--- config.mk ---
export PLATFORM = sky130hd
export DESIGN_NAME = lsu_axi_bridge
export DESIGN_NICKNAME = d
export VERILOG_FILES = /design/src/rtl/lsu_axi_bridge.sv
export SDC_FILE = /design/constraint.sdc
export NUM_CORES = 1
export LEC_CHECK = 0
export ABC_AREA = 1
export BUFFER_PORTS_ARGS = -buffer_cell sky130_fd_sc_hd__buf_4
export CAP_MARGIN = 0
export CORE_MARGIN = 10
export CORE_UTILIZATION = 48
export DETAILED_ROUTE_END_ITERATION = 7
export MAX_ROUTING_LAYER = met4
export PLACE_DENSITY = 0.88
export SETUP_SLACK_MARGIN = 0.2
export SKIP_CTS_REPAIR_TIMING = 1
export SLEW_MARGIN = 20
export SYNTH_ARGS = -nofsm -noshare
export SYNTH_HDL_FRONTEND = slang
export SYNTH_SLANG_ARGS = --single-unit
--- constraint.sdc ---
create_clock -name clk -period 3.4 [get_ports clk]
set_clock_uncertainty 0.1 [all_clocks]
set_input_delay 0.17 -clock clk [delete_from_list [all_inputs] [get_ports clk]]
set_output_delay 0.17 -clock clk [all_outputs]
set_load 0.03 [all_outputs]
--- src/rtl/lsu_axi_bridge.sv ---
// LSU-to-AXI4 bridge: one single-beat, word-wide AXI transaction per LSU op.
// Optional macro LSU_MISALIGN_TRAP_EN traps misaligned half/word accesses without bus traffic.
module lsu_axi_bridge #(
    parameter int unsigned AddrWidth = 32,
    parameter int unsigned DataWidth = 32
) (
    input  logic                 clk,
    input  logic                 rst,
    input  logic                 req_valid,
    output logic                 req_ready,
    input  logic [3:0]           req_op,
    input  logic [AddrWidth-1:0] req_addr,
    input  logic [DataWidth-1:0] req_wdata,
    output logic                 rsp_valid,
    output logic [DataWidth-1:0] rsp_rdata,
    output logic [1:0]           rsp_err,
    output logic                 rsp_misalign,
    output logic                 awvalid,
    input  logic                 awready,
    output logic [AddrWidth-1:0] awaddr,
    output logic                 wvalid,
    input  logic                 wready,
    output logic [DataWidth-1:0] wdata,
    output logic [3:0]           wstrb,
    input  logic                 bvalid,
    output logic                 bready,
    input  logic [1:0]           bresp,
    output logic                 arvalid,
    input  logic                 arready,
    output logic [AddrWidth-1:0] araddr,
    input  logic                 rvalid,
    output logic                 rready,
    input  logic [DataWidth-1:0] rdata,
    input  logic [1:0]           rresp
);

    typedef enum logic [2:0] {StIdle, StAr, StR, StAwW, StB, StRsp} state_e;

    state_e                 state_q, state_d;
    logic [AddrWidth-1:0]   addr_q, addr_d;
    logic [DataWidth-1:0]   wdata_q, wdata_d;
    logic [3:0]             wstrb_q, wstrb_d;
    logic [3:0]             op_q, op_d;
    logic [1:0]             off_q, off_d;
    logic                   aw_done_q, aw_done_d;
    logic                   w_done_q, w_done_d;
    logic [DataWidth-1:0]   data_q, data_d;
    logic [1:0]             err_q, err_d;
    logic                   accept;
    logic                   mis_req;
    logic [7:0]             lb;
    logic [15:0]            lh;
    logic [DataWidth-1:0]   load_ext;

    assign accept = (state_q == StIdle) && req_valid;

`ifdef LSU_MISALIGN_TRAP_EN
    logic mis_q;

    assign mis_req = req_op[0] ? req_addr[0]
                   : ((req_op[1:0] == 2'b10) && (req_addr[1:0] != 2'b00));

    always_ff @(posedge clk or posedge rst) begin
        if (rst) begin
            mis_q <= 1'b0;
        end else if (accept) begin
            mis_q <= mis_req;
        end
    end

    assign rsp_misalign = rsp_valid & mis_q;
`else
    assign mis_req      = 1'b0;
    assign rsp_misalign = 1'b0;
`endif

    // State register
    always_ff @(posedge clk or posedge rst) begin
        if (rst) begin
            state_q   <= StIdle;
            addr_q    <= '0;
            wdata_q   <= '0;
            wstrb_q   <= '0;
            op_q      <= '0;
            off_q     <= '0;
            aw_done_q <= 1'b0;
            w_done_q  <= 1'b0;
            data_q    <= '0;
            err_q     <= '0;
        end else begin
            state_q   <= state_d;
            addr_q    <= addr_d;
            wdata_q   <= wdata_d;
            wstrb_q   <= wstrb_d;
            op_q      <= op_d;
            off_q     <= off_d;
            aw_done_q <= aw_done_d;
            w_done_q  <= w_done_d;
            data_q    <= data_d;
            err_q     <= err_d;
        end
    end

    // Next-state logic
    always_comb begin
        state_d = state_q;
        unique case (state_q)
            StIdle: if (req_valid) state_d = mis_req ? StRsp : (req_op[3] ? StAwW : StAr);
            StAr:   if (arready) state_d = StR;
            StR:    if (rvalid) state_d = StRsp;
            StAwW:  if ((aw_done_q || awready) && (w_done_q || wready)) state_d = StB;
            StB:    if (bvalid) state_d = StRsp;
            StRsp:  state_d = StIdle;
            default: state_d = StIdle;
        endcase
    end

    // Load lane select and extension
    always_comb begin
        unique case (off_q)
            2'd0:    lb = rdata[7:0];
            2'd1:    lb = rdata[15:8];
            2'd2:    lb = rdata[23:16];
            default: lb = rdata[31:24];
        endcase
        lh = off_q[1] ? rdata[31:16] : rdata[15:0];
        if (op_q[1:0] == 2'b10) begin
            load_ext = rdata;
        end else if (op_q[0]) begin
            load_ext = {{16{~op_q[2] & lh[15]}}, lh};
        end else begin
            load_ext = {{24{~op_q[2] & lb[7]}}, lb};
        end
    end

    // Datapath next-state
    always_comb begin
        addr_d    = addr_q;
        wdata_d   = wdata_q;
        wstrb_d   = wstrb_q;
        op_d      = op_q;
        off_d     = off_q;
        aw_done_d = aw_done_q;
        w_done_d  = w_done_q;
        data_d    = data_q;
        err_d     = err_q;
        if (accept) begin
            addr_d    = {req_addr[AddrWidth-1:2], 2'b00};
            op_d      = req_op;
            off_d     = req_addr[1:0];
            aw_done_d = 1'b0;
            w_done_d  = 1'b0;
            data_d    = '0;
            err_d     = 2'b00;
            if (req_op[3]) begin
                if (req_op[1:0] == 2'b10) begin
                    wdata_d = req_wdata;
                    wstrb_d = 4'hF;
                end else if (req_op[0]) begin
                    wdata_d = {2{req_wdata[15:0]}};
                    wstrb_d = req_addr[1] ? 4'b1100 : 4'b0011;
                end else begin
                    wdata_d = {4{req_wdata[7:0]}};
                    wstrb_d = 4'b0001 << req_addr[1:0];
                end
            end
        end
        if (state_q == StAwW) begin
            aw_done_d = aw_done_q | awready;
            w_done_d  = w_done_q | wready;
        end
        // SLVERR/DECERR pass through and blank data; EXOKAY folds to OKAY
        if ((state_q == StR) && rvalid) begin
            err_d  = rresp[1] ? rresp : 2'b00;
            data_d = rresp[1] ? '0 : load_ext;
        end
        if ((state_q == StB) && bvalid) begin
            err_d  = bresp[1] ? bresp : 2'b00;
            data_d = '0;
        end
    end

    // Outputs
    always_comb begin
        req_ready = (state_q == StIdle) && !rst;
        arvalid   = (state_q == StAr);
        rready    = (state_q == StR);
        awvalid   = (state_q == StAwW) && !aw_done_q;
        wvalid    = (state_q == StAwW) && !w_done_q;
        bready    = (state_q == StB);
        rsp_valid = (state_q == StRsp);
        awaddr    = addr_q;
        araddr    = addr_q;
        wdata     = wdata_q;
        wstrb     = wstrb_q;
        rsp_rdata = data_q;
        rsp_err   = err_q;
    end

endmodule
; Yosys cells after proc, flatten, opt, wreduce, memory -nomap -nowiden
; Cells that the tools add are included.
[op_classes]
n_eq_ne = 14
n_shift = 1
n_mux = 28
bitwise_logic = 5
n_reduce_logical = 18
[op_table]
columns = operator, n
row1 = 32-bit two-way mux, 8
row2 = 8-bit one-hot mux with 3 select lines, 1
row3 = 16-bit two-way mux, 1
row4 = 3-bit two-way mux, 5
row5 = 3-bit one-hot mux with 5 select lines, 1
row6 = 2-bit two-way mux, 6
row7 = 4-bit two-way mux, 3
row8 = "2-bit != test, second input constant", 4
row9 = 1-bit logical AND, 7
row10 = "2-bit == test, second input constant", 3
row11 = "3-bit by 2-bit == test with 1-bit output, second input constant", 2
row12 = "3-bit == test, second input constant", 2
row13 = 5-bit AND reduction, 1
row14 = "1-bit by 2-bit << shifter with 4-bit output, first input constant", 1
row15 = "3-bit by 1-bit == test with 1-bit output, second input constant", 1
row16 = 1-bit logical NOT, 3
row17 = 3-bit logical NOT, 1
row18 = 1-bit two-way mux, 3
row19 = 3-bit nonzero test, 1
row20 = 1-bit AND, 2
row21 = "2-bit by 1-bit == test with 1-bit output, second input constant", 1
row22 = 2-bit logical NOT, 1
row23 = 1-bit logical OR, 2
row24 = "2-bit by 1-bit != test with 1-bit output, second input constant", 1
row25 = 4 further kinds, 5
[totals]
register_bits = 110
elab_cells = 76

; Logic depth before layout (Yosys ltp)
; Gate-level depths: netlist of run 1.
[logic_depth]
depth_word = 8
ltp_mapped = 11
depth_no_buf = 9

; Worst setup path after synthesis of run 1
; Ideal clock, no wire load.
[synth_path]
path_kind = reg-to-reg
from = reg state_q[1]
to = reg state_q[1]
setup_ps = 116
arrival_ps = 1658
required_time_ps = 3184
slack_ps = 1525
path_stages_with_launch = 7
n_path_buf = 0
cell_sequence = dfrtp_1 > nor3_1 > inv_1 > o21ai_0 > nor2_1 > nand2_1 > nand2_1
[synth_between]
elab_chain_len = 3
[synth_lines]
columns = item, line_no
row1 = from (decl), 39  ; state_e state_q, state_d;
row2 = from (signal assigned), 80  ; state_q <= StIdle;
row3 = from (signal assigned), 91  ; state_q <= state_d;
row4 = 3-bit by 1-bit == test with 1-bit output *, -
row5 = named net arvalid, 28  ; output logic arvalid,
row6 = 2-bit by 1-bit != test with 1-bit output (no source line), -
row7 = 5-bit AND reduction (no source line), -
; Mark *: on every way through the listed nets, which the timed path passes. The rest lies on a longest branch.
; A chain may end at the register's enable or synchronous reset.

; Final worst setup path of run 1
[layout_path]
from = reg off_q[1]
to = reg data_q[29], in the netlist rsp_rdata[29]
[layout_between]
elab_chain_len = 8
[layout_lines]
columns = item, line_no
row1 = from (decl), 44  ; logic [1:0] off_q, off_d;
row2 = from (signal assigned), 85  ; off_q <= '0;
row3 = from (signal assigned), 96  ; off_q <= off_d;
row4 = 2-bit == test (tied with other cells), 120  ; unique case (off_q)
row5 = 8-bit one-hot mux with 3 select lines, 120
row6 = 1-bit AND, 132  ; load_ext = {{24{~op_q[2] & lb[7]}}, lb};
row7 = 32-bit two-way mux *, 129  ; end else if (op_q[0]) begin
row8 = 32-bit two-way mux *, 127  ; if (op_q[1:0] == 2'b10) begin
row9 = 32-bit two-way mux *, 175  ; data_d = rresp[1] ? '0 : load_ext;
row10 = 32-bit two-way mux *, 173  ; if ((state_q == StR) && rvalid) begin
row11 = 32-bit two-way mux *, 177  ; if ((state_q == StB) && bvalid) begin
row12 = to (signal assigned), 99  ; data_q <= data_d;
row13 = to (decl), 47  ; logic [DataWidth-1:0] data_q, data_d;
; Mark *: on every way between the ends. The rest lies on a longest branch, timed or not.

==> summary.txt, run 1 <==
CTS
  • CTS tree: yes
  • Clock Latency Late Sink: 0.35 ns
  • Clk buf depth: 2
  • CTS sink count: 110
  • CTS clk-pin slew, worst paths: 0.07 ns
  • CTS buffer count: 9
  • Root Driver: clkbuf_16
  • H-tree depth: 3

Logic synthesis
  • Post-synth top cells: 282 x nand2_1, 110 x dfrtp_1, 57 x o21ai_0, 51 x nand3_1, 44 x inv_1
  • Most area-consuming cells after synthesis: dfrtp_1 48%, nand2_1 19%, buf_4 5.4%
  • Yosys top cell area share: 48.2%
  • EDFF count, synth: 0
  • Cell count after synthesis: 744
  • Synthesized area: 5710 sq um
  • Post-Syn Area per Cell: 7.67 sq um
  • Dominant cell type by area after synthesis: dfrtp_1
  • Sequential share of the synthesized area: 48.2%
  • Synth unique cells: 26
  • Flop and latch count out of synthesis: 110
  • Ys flop type: dfrtp_1
  • Async S/R FF share, synth: 100%
  • Yosys warns: 0
  • Most instantiated library cell after synthesis: nand2_1

Status
  • Failing checks: hold timing
  • Outcome: complete, but fails checks

Place
  • Hpwl dp: 13.8 mm
  • RePlAce Congestion: 0.880
  • I/O Buffers: 248

Floorplan
  • Die height: 129 um
  • DIE WIDTH: 129 um
  • Die area: 16700 sq um
  • Num ports: 254
  • # rows: 39
  • Core ar.: 11500 sq um
  • Initial Util: 49.6%

STA
  • Fin crit period: 2.52 ns
  • Worst slew margin: 35.0%
  • Max-slew violations: 0
  • Setup TNS: 0 ns
  • Final Hold Viols: 5
  • RSZ-0062 raised after global routing: no
  • Worst slew pin tran: 0.974 ns
  • Hold Worst Slack: -0.0312 ns
  • Final setup violation count: 0
  • Final period util: 74.1%
  • Max Fclk: 397 MHz

Power and ir drop
  • Pwr per Cell Area: 995 nW/um^2
  • Lkg Pwr: 4.29 nW
  • Peak VDD IR: 0.000591 V

Worst setup path
  • Delay-heaviest family, CP: flip-flops
  • Worst r2r path cells: 9
  • FF-to-FF End: rsp_rdata[29]
  • Crit-path cells: inv_1, nand3_1, nand3_1, nand2_1, nand2_1, nand2_1, nand2_2, nand2_1, nand2_1
  • WP data required: 3.54 ns
  • Critical-path top delay cell: dfrtp_1
  • Startpoint class of the critical path: flip-flop
  • Worst path arrival time: 2.66 ns
  • CP Depth: 9
  • Critical Path Sink Type: flip-flop
  • Worst path bufs/invs: 1
  • Most used cell, CP: nand2_1
  • Crit path largest cell delay: 0.99 ns
  • R2r setup slk: 0.88 ns
  • Setup CP Type: reg2reg
  • Crit Path Max Fanout: 34
  • Worst r2r src: off_q[1]

Final layout
  • Nets: 1083
  • Layout cell share with drive strength beyond 1: 28.6%
  • Layout area overhead: 39.9%

Detailed routing
  • Total number of vias: 5711
  • WL per Instance: 16.7 um
  • Overall routed net length: 18.7 mm
  • # DRC: 0
  • Drt pass-1 iters: 7
  • Final antenna-violating net count: 0
  • 1st-iter DRT viols: 488
  • Vias per cell: 5.10

Global routing
  • Vias in the first global route: 5464
  • First-pass GRT wire length: 27.6 mm
  • Pin count of the biggest net entering global routing: 69
  • GR Util All Layers: 21.4%
  • Gr ovfl total: 0
  • Initial antenna violation count: 1

Worst hold path
  • Hold EP: off_q[1]
  • Hold path start: req_addr[1]
  • Min-Delay Path Depth: 3
  • Hold WC Path Type: in2reg

Run
  • Maximum Capacitance Violations: 0
-- report_power, final --
group / switching (mW) / total (mW) / internal (mW) / leakage (nW)
Clock: 0.471 / 1.03 / 0.560 / 0.143
Sequential: 0.486 / 2.39 / 1.90 / 1.37
Combinational: 2.96 / 4.53 / 1.57 / 2.78
Total: 3.91 / 7.95 / 4.03 / 4.29
-- stage by stage --
step	worst slack [ns]	instance area, sq um	utilization (%)	cells	power (mW)
floorplan	0.228	5720	-	748	5.41
global placement	0.991	7350	63.8	1068	6.83
detailed placement	0.925	7350	63.8	1068	6.91
CTS	0.900	7630	66.3	1084	7.95
global route	0.548	7990	69.4	1120	8.44
finish	0.880	7990	69.4	1120	7.95
-- cells in the final DEF (no fill, tap or decap) --
cell / netlist / layout
nor3_2: 1 / 1
nor2_1: 35 / 35
dlygate4sd3_1: 0 / 35
clkbuf_1: 14 / 2
nor2_2: 2 / 1
o21ai_1: 2 / 2
nand2_1: 282 / 282
nor3_1: 8 / 8
a21oi_1: 17 / 17
nand3_1: 51 / 51
o21ai_0: 57 / 57
nand4_1: 5 / 5
diode_2: 0 / 1
inv_6: 0 / 1
o22ai_1: 4 / 4
o211ai_1: 4 / 4
clkbuf_8: 0 / 3
inv_2: 2 / 2
clkinv_2: 0 / 1
buf_12: 0 / 1
o21bai_1: 1 / 1
dfrtp_1: 110 / 110
inv_1: 44 / 43
and3_1: 4 / 4
buf_4: 41 / 252
nor2_4: 4 / 5
conb_1: 1 / 5
nand2_2: 2 / 2
clkbuf_16: 0 / 9
o21a_1: 32 / 32
inv_4: 0 / 1
-- cell type report --
cell class,count,area [sq um]
inverters,46,175
clock buffers,14,274
diodes,1,2.50
well taps,143,179
fillers,949,3530
multi-input cells,516,2330
flip-flops and latches,110,2750
clock inverters,2,13.8
repair buffers,288,2260
-- layer usage --
metal	routed length [um]	global-route usage, %
met3	1790	6.77
met2	9210	35.0
met4	381	6.89
met1	7280	24.7
met5	0	-
-- worst register-to-register path: cells and delay by family (launching register included) --
kind / cells / cell delay, ns
and+or+nand+nor: 8 / 0.90
DFF: 1 / 0.99
buffers and inverters: 1 / 0.44
-- state kept, by name, summed over array words and instances, names as in the netlist --
register,flops
wstrb,4
state_q,3
rsp_rdata,32
off_q,2
araddr,30
rsp_err,2
aw_done_q,1
w_done_q,1
wdata,32
op_q,3
-- worst max-delay path by stage --
stage,startpoint,end,slack (ns)
after floorplan,rst,araddr[10],0.23
after global placement,off_q[1],rsp_rdata[20],0.99
after detailed placement,off_q[1],rsp_rdata[23],0.92
after CTS,off_q[1],rsp_rdata[29],0.90
after global routing,off_q[1],rsp_rdata[29],0.55
final,off_q[1],rsp_rdata[29],0.88
-- cell families (layout without fill, tap and decap cells) --
group	after synthesis	count (layout)	share of synthesized area [%]
flops	110	110	48.2
buf+inv	122	350	11.4
other cells	1	6	0.0657
compound gates	117	117	12.0
simple gates	394	394	28.4
Power figures use the tool's default switching activity.
==> run 2, diff against run 1 <==
--- a/config.mk
+++ b/config.mk
@@ -5,14 +5,14 @@
 export SDC_FILE = /design/constraint.sdc
 export NUM_CORES = 1
 export LEC_CHECK = 0
-export ABC_AREA = 1
+export ABC_AREA = 0
 export BUFFER_PORTS_ARGS = -buffer_cell sky130_fd_sc_hd__buf_4
 export CAP_MARGIN = 0
 export CORE_MARGIN = 10
-export CORE_UTILIZATION = 48
+export CORE_UTILIZATION = 47
 export DETAILED_ROUTE_END_ITERATION = 7
 export MAX_ROUTING_LAYER = met4
-export PLACE_DENSITY = 0.88
+export PLACE_DENSITY = 0.87
 export SETUP_SLACK_MARGIN = 0.2
 export SKIP_CTS_REPAIR_TIMING = 1
 export SLEW_MARGIN = 20
==> constraint.sdc (replaced) <==
create_clock -name clk -period 2.6 [get_ports clk]
set_clock_uncertainty 0.1 [all_clocks]
set_input_delay 0.13 -clock clk [delete_from_list [all_inputs] [get_ports clk]]
set_output_delay 0.13 -clock clk [all_outputs]
set_load 0.03 [all_outputs]
==> run 2 against run 1 <==
  * The flow still finishes with violations (hold timing)
  * Register-to-register slack worse by 0.54 ns
  * Worst hold slack improved by 0.0060 ns
  * Count of clock-buffer cells in the layout down 4
  * Global-route usage is 0.80 points lower
  * Clock power rose by 47%
  * Largest cell class unchanged
  * Highest routed layer unchanged
==> summary.txt, run 2 <==
STA
  • Final Hold Viols: 10
  • Hold Worst Slack: -0.0252 ns
  • Final setup violation count: 0
  • Setup TNS: 0 ns
  • Fin crit period: 2.26 ns
  • Worst slew margin: 54.4%
  • Max Fclk: 442 MHz
  • Max-slew violations: 0
  • RSZ-0062 raised after global routing: no
  • Final period util: 87.0%
  • Final worst setup slack: 0.339 ns
  • Worst slew pin tran: 0.679 ns

Worst setup path
  • Worst path arrival time: 2.45 ns
  • Startpoint class of the critical path: flip-flop
  • Worst r2r src: state_q[0]
  • Critical Path Sink Type: flip-flop
  • WP data required: 2.79 ns
  • Worst setup path startpoint: state_q[0]
  • Crit Path Max Fanout: 14
  • R2r setup slk: 0.34 ns
  • Setup CP Type: reg2reg

Floorplan
  • Core ar.: 11400 sq um
  • Initial Util: 47.9%
  • Num ports: 254
  • # rows: 39
  • Die area: 16300 sq um
  • Die height: 128 um
  • DIE WIDTH: 128 um

Global routing
  • Initial antenna violation count: 0
  • Pin count of the biggest net entering global routing: 111
  • First-pass GRT wire length: 26.3 mm
  • GR Util All Layers: 20.6%
  • Vias in the first global route: 5011
  • Gr ovfl total: 0

Logic synthesis
  • Ys flop type: dfrtp_1
  • Post-Syn Area per Cell: 10.9 sq um
  • Post-synth top cells: 110 x dfrtp_1, 45 x mux2_2, 40 x nand2_1, 40 x o21ai_0, 35 x buf_4
  • Yosys top cell area share: 50.4%
  • Flop and latch count out of synthesis: 110
  • Sequential share of the synthesized area: 50.4%
  • Synth unique cells: 53
  • Most area-consuming cells after synthesis: dfrtp_1 50%, mux2_2 9.3%, mux2i_1 6.0%
  • Synthesized area: 5470 sq um
  • Cell count after synthesis: 501
  • Most instantiated library cell after synthesis: dfrtp_1
  • EDFF count, synth: 0
  • Async S/R FF share, synth: 100%
  • Yosys warns: 0
  • Dominant cell type by area after synthesis: dfrtp_1

Final layout
  • Commonest cells after routing, fill and taps aside: 260 x buf_4, 110 x dfrtp_1, 63 x dlygate4sd3_1
  • Number of fillers in the final layout: 765
  • Diode count: 0
  • Nets: 885
  • Layout cell share with drive strength beyond 1: 42.7%
  • Final instance area: 8190 sq um
  • Most common cell after layout, fill and taps aside: buf_4
  • Layout area overhead: 49.9%

Detailed routing
  • Total number of vias: 5143
  • Drt pass-1 iters: 5
  • Vias per cell: 5.58
  • Met2 wire len: 9.50 mm
  • WL per Instance: 20.7 um
  • M1 WL: 7.18 mm
  • WL met3: 1.87 mm
  • Overall routed net length: 19.1 mm
  • 1st-iter DRT viols: 484
  • Highest Signal Layer: met4
  • # DRC: 0
  • Final antenna-violating net count: 0

Place
  • I/O Buffers: 248
  • Worst Setup Slack post-DPL: 0.385 ns
  • Hpwl dp: 13.4 mm
  • RePlAce Congestion: 0.864
  • Dpl cell area: 7240 sq um

Status
  • Outcome: complete, but fails checks
  • Failing checks: hold timing

CTS
  • Root Driver: clkbuf_16
  • CTS buffer count: 9
  • Clock Latency Late Sink: 0.35 ns
  • CTS tree: yes
  • Clk buf depth: 2
  • CTS sink count: 110
  • H-tree depth: 3
  • CTS clk-pin slew, worst paths: 0.07 ns

Power and ir drop
  • Lkg Pwr: 4.02 nW
  • Pwr per Cell Area: 1320 nW/um^2
  • Peak VDD IR: 0.000947 V
  • Power, Total: 10.8 mW

Worst hold path
  • Hold path start: req_wdata[20]
  • Hold WC Path Type: in2reg

Run
  • Maximum Capacitance Violations: 0
-- run 2: cell types whose count changed in the layout (fill, tap and decap cells not counted), sizes merged, moves of 9 or more --
cell / delta
a21oi: +11
nand2: -244
dlygate4sd3: +28
a221o: +19
a22o: +12
nand2b: +9
nand3: -49
inv: -38
mux2i: +33
o21ai: -18
o21a: -30
mux2: +46
-- run 2: critical path, stage by stage, from the launching register on --
cell and delay [ns]:
dfrtp_1 0.52, nand2b_4 0.21, or3_1 0.55, a31oi_1 0.60, a22o_1 0.23
-- run 2: path summary, 6_finish.rpt --
kind,to,cells past startpoint
hold / removal,wdata[20],3
min in group asynchronous,state_q[2],4
setup / recovery,rsp_rdata[9],4
max in group asynchronous,off_q[1],4
setup reg to reg,rsp_rdata[9],4
hold reg to reg,wdata[12],2
-- run 2: metal layers --
layer | track usage [%] | vias up
li1 | - | 2294
met1 | 23.5 | 2498
met2 | 32.9 | 307
met3 | 7.40 | 44
met4 | 7.55 | 0
met5 | - | -
-- run 2: cell families after synthesis --
logic type | count (synthesis) | synth area share [%]
compound gates | 123 | 15.6
buf+inv | 77 | 8.22
flops | 110 | 50.4
mux | 81 | 16.3
other cells | 1 | 0.0686
simple gates | 109 | 9.45
-- run 2: layout make-up --
class | count | area, sq um | area share, %
timing repair buffer | 324 | 2600 | 31.8
clock inverter | 6 | 85.1 | 1.04
tap | 143 | 179 | 2.18
multi-input combinational | 318 | 2290 | 28.0
sequential | 110 | 2750 | 33.6
clock buffer | 10 | 239 | 2.92
inverter | 10 | 41.3 | 0.504
-- run 2: per-stage QoR --
step | cells | utilization [%]
after CTS | 858 | 66.2
after floorplan | 505 | -
after global routing | 921 | 71.7
after global placement | 842 | 63.4
final | 921 | 71.7
after detailed placement | 842 | 63.4
-- run 2: where the power goes --
group / switching [mW] / total, mW / internal, mW
registers: 0.713 / 3.23 / 2.52
logic: 3.71 / 6.11 / 2.41
clock network: 0.638 / 1.51 / 0.868
total: 5.06 / 10.8 / 5.79
==> run 3, diff against run 2 <==
--- a/config.mk
+++ b/config.mk
@@ -12,7 +12,7 @@
 export CORE_UTILIZATION = 47
 export DETAILED_ROUTE_END_ITERATION = 7
 export MAX_ROUTING_LAYER = met4
-export PLACE_DENSITY = 0.87
+export PLACE_DENSITY = 0.8
 export SETUP_SLACK_MARGIN = 0.2
 export SKIP_CTS_REPAIR_TIMING = 1
 export SLEW_MARGIN = 20
==> run 3 against run 2 <==
  * The flow still finishes with violations (hold timing)
  * Total power is essentially flat
  * Design area rose by 0.32%
  * Critical endpoint is now rsp_rdata[28]
  * Non-clock buffer count fell by 1
  * Flip-flop and latch count unchanged
  * Clock power hardly changed
  * Combinational power rose by 0.7%
  * Via count fell by 2.5%
  * Worst hold slack better by 0.0020 ns
  * First-iteration DRC count shrank 24%
  * Wire length fell by 1.6%
  * Worst setup slack gained 0.038 ns
  * Global-route usage increased by 0.090 points
==> summary.txt, run 3 (synthesis results as in run 2) <==
Status
  • Outcome: complete, but fails checks
  • Failing checks: hold timing

Floorplan
  • # rows: 39
  • Core ar.: 11400 sq um
  • Num ports: 254
  • DIE WIDTH: 128 um
  • Die area: 16300 sq um
  • Die height: 128 um
  • Initial Util: 47.9%

Place
  • RePlAce Congestion: 0.930
  • I/O Buffers: 248
  • Hpwl dp: 13.4 mm

Power and ir drop
  • Int Pwr: 5.81 mW
  • Lkg Pwr: 4.02 nW
  • Peak VDD IR: 0.00120 V
  • Share of power burned in registers: 29.4%
  • Psw: 5.05 mW
  • Switching Fraction: 46.5%
  • Pwr per Cell Area: 1320 nW/um^2
  • Power, Total: 10.9 mW
  • Clk network pwr share: 13.9%
  • Comb pwr share: 56.6%

STA
  • Fin crit period: 2.22 ns
  • Max-slew violations: 0
  • Worst slew pin tran: 0.796 ns
  • RSZ-0062 raised after global routing: no
  • Final Hold Viols: 8
  • Hold Worst Slack: -0.0232 ns
  • Max Fclk: 450 MHz
  • Worst slew margin: 46.8%
  • Final setup violation count: 0
  • Final period util: 85.5%
  • Setup TNS: 0 ns

Worst hold path
  • Hold WC Path Type: in2reg

Worst setup path
  • Crit path largest cell delay: 0.54 ns
  • Worst path arrival time: 2.40 ns
  • Worst path bufs/invs: 1
  • Critical Path Sink Type: flip-flop
  • Setup CP Type: reg2reg
  • Startpoint class of the critical path: flip-flop
  • Delay-heaviest family, CP: simple AND/OR/NAND/NOR gates
  • WP data required: 2.77 ns
  • Crit Path Max Fanout: 16
  • Critical-path top delay cell: or3_1
  • Crit-path cells: nand2b_1, or3_1, a2111oi_4, buf_4, a221o_1

CTS
  • Clk buf depth: 2
  • CTS tree: yes
  • CTS buffer count: 9
  • Clock Latency Late Sink: 0.34 ns
  • CTS sink count: 110
  • Root Driver: clkbuf_16
  • H-tree depth: 3
  • CTS clk-pin slew, worst paths: 0.08 ns

Run
  • Maximum Capacitance Violations: 0

Detailed routing
  • Final antenna-violating net count: 0
  • 1st-iter DRT viols: 369
  • # DRC: 0
  • Drt pass-1 iters: 7
  • Vias per cell: 5.45
  • Total number of vias: 5016
  • Overall routed net length: 18.8 mm
  • WL per Instance: 20.4 um

Final layout
  • Layout cell share with drive strength beyond 1: 42.7%
  • Nets: 884
  • Layout area overhead: 50.3%
  • Most common cell after layout, fill and taps aside: buf_4
  • Commonest cells after routing, fill and taps aside: 258 x buf_4, 110 x dfrtp_1, 63 x dlygate4sd3_1
  • Number of fillers in the final layout: 814

Global routing
  • Pin count of the biggest net entering global routing: 65
  • First-pass GRT wire length: 26.9 mm
  • Initial antenna violation count: 1
  • Vias in the first global route: 4966
  • Gr ovfl total: 0
  • GR Util All Layers: 20.7%
==> run 3: cell count changes in the layout (fill, tap and decap cells not counted), sizes merged <==
cell and delta:
buf -1, clkinv -2, diode +1, inv +2
==> run 3: area by class of cell <==
class                           count  area, sq um  share of cell area [%]
Tap cell                          143          179                    2.18
Timing Repair Buffer              323         2610                    31.7
Inverter                           10         41.3                   0.502
Clock buffer                       10          239                    2.91
Antenna cell                        1         2.50                  0.0305
Sequential cell                   110         2750                    33.5
Clock inverter                      6         92.6                    1.13
Multi-Input combinational cell    318         2300                    28.0
==> run 3: final timing paths <==
| check | start | endpoint | slack, ns | cells after the start |
|---|---|---|---|---|
| setup / recovery | state_q[2] | rsp_rdata[28] | 0.38 | 5 |
| hold / removal | req_wdata[19] | wdata[19] | -0.02 | 3 |
| setup reg to reg | state_q[2] | rsp_rdata[28] | 0.38 | 5 |
| hold reg to reg | wdata[22] | wdata[22] | 0.39 | 2 |
| max in group asynchronous | rst | araddr[14] | 1.23 | 4 |
| min in group asynchronous | rst | state_q[1] | 0.39 | 3 |
==> run 3: stage by stage <==
stage               setup slack (ns)  utilization, %  area, sq um  hold WS [ns]  cells
CTS                            0.318            66.3         7570        -0.144    857
global route                   0.266            72.0         8220      0.000526    921
global placement               0.439            63.4         7240         0.200    841
detailed placement             0.314            63.4         7240         0.224    841
finish                         0.377            72.0         8220       -0.0232    921
floorplan                      0.611               -         5490         0.147    505
==> run 3: power groups by stage <==
stage | Combinational, mW | Clock [mW] | Sequential, mW
2_1_floorplan | 2.70 | 0 | 4.46
3_5_place_dp | 6.05 | 0 | 3.20
6_report | 6.15 | 1.51 | 3.20
5_1_grt | 6.53 | 1.61 | 3.30
3_3_place_gp | 5.95 | 0 | 3.14
4_1_cts | 6.06 | 1.55 | 3.18
==> run 3: worst reg2reg max path, delay by kind of cell (launching register included) <==
kind                   cells  cell delay [ns]
DFF                        1             0.50
AOI/OAI and AO/OA          2             0.50
buffers and inverters      1             0.27
and+or+nand+nor            2             0.80
==> run 3: layer usage <==
layer  share of wire (%)  track usage (%)  wire (um)  vias up
met4                 1.6             5.70        294        0
met5                   0                -          0        -
met1                  39             23.7       7380     2441
li1                    -                -          -     2302
met3                 9.8             8.23       1840       24
met2                  49             33.2       9240      249
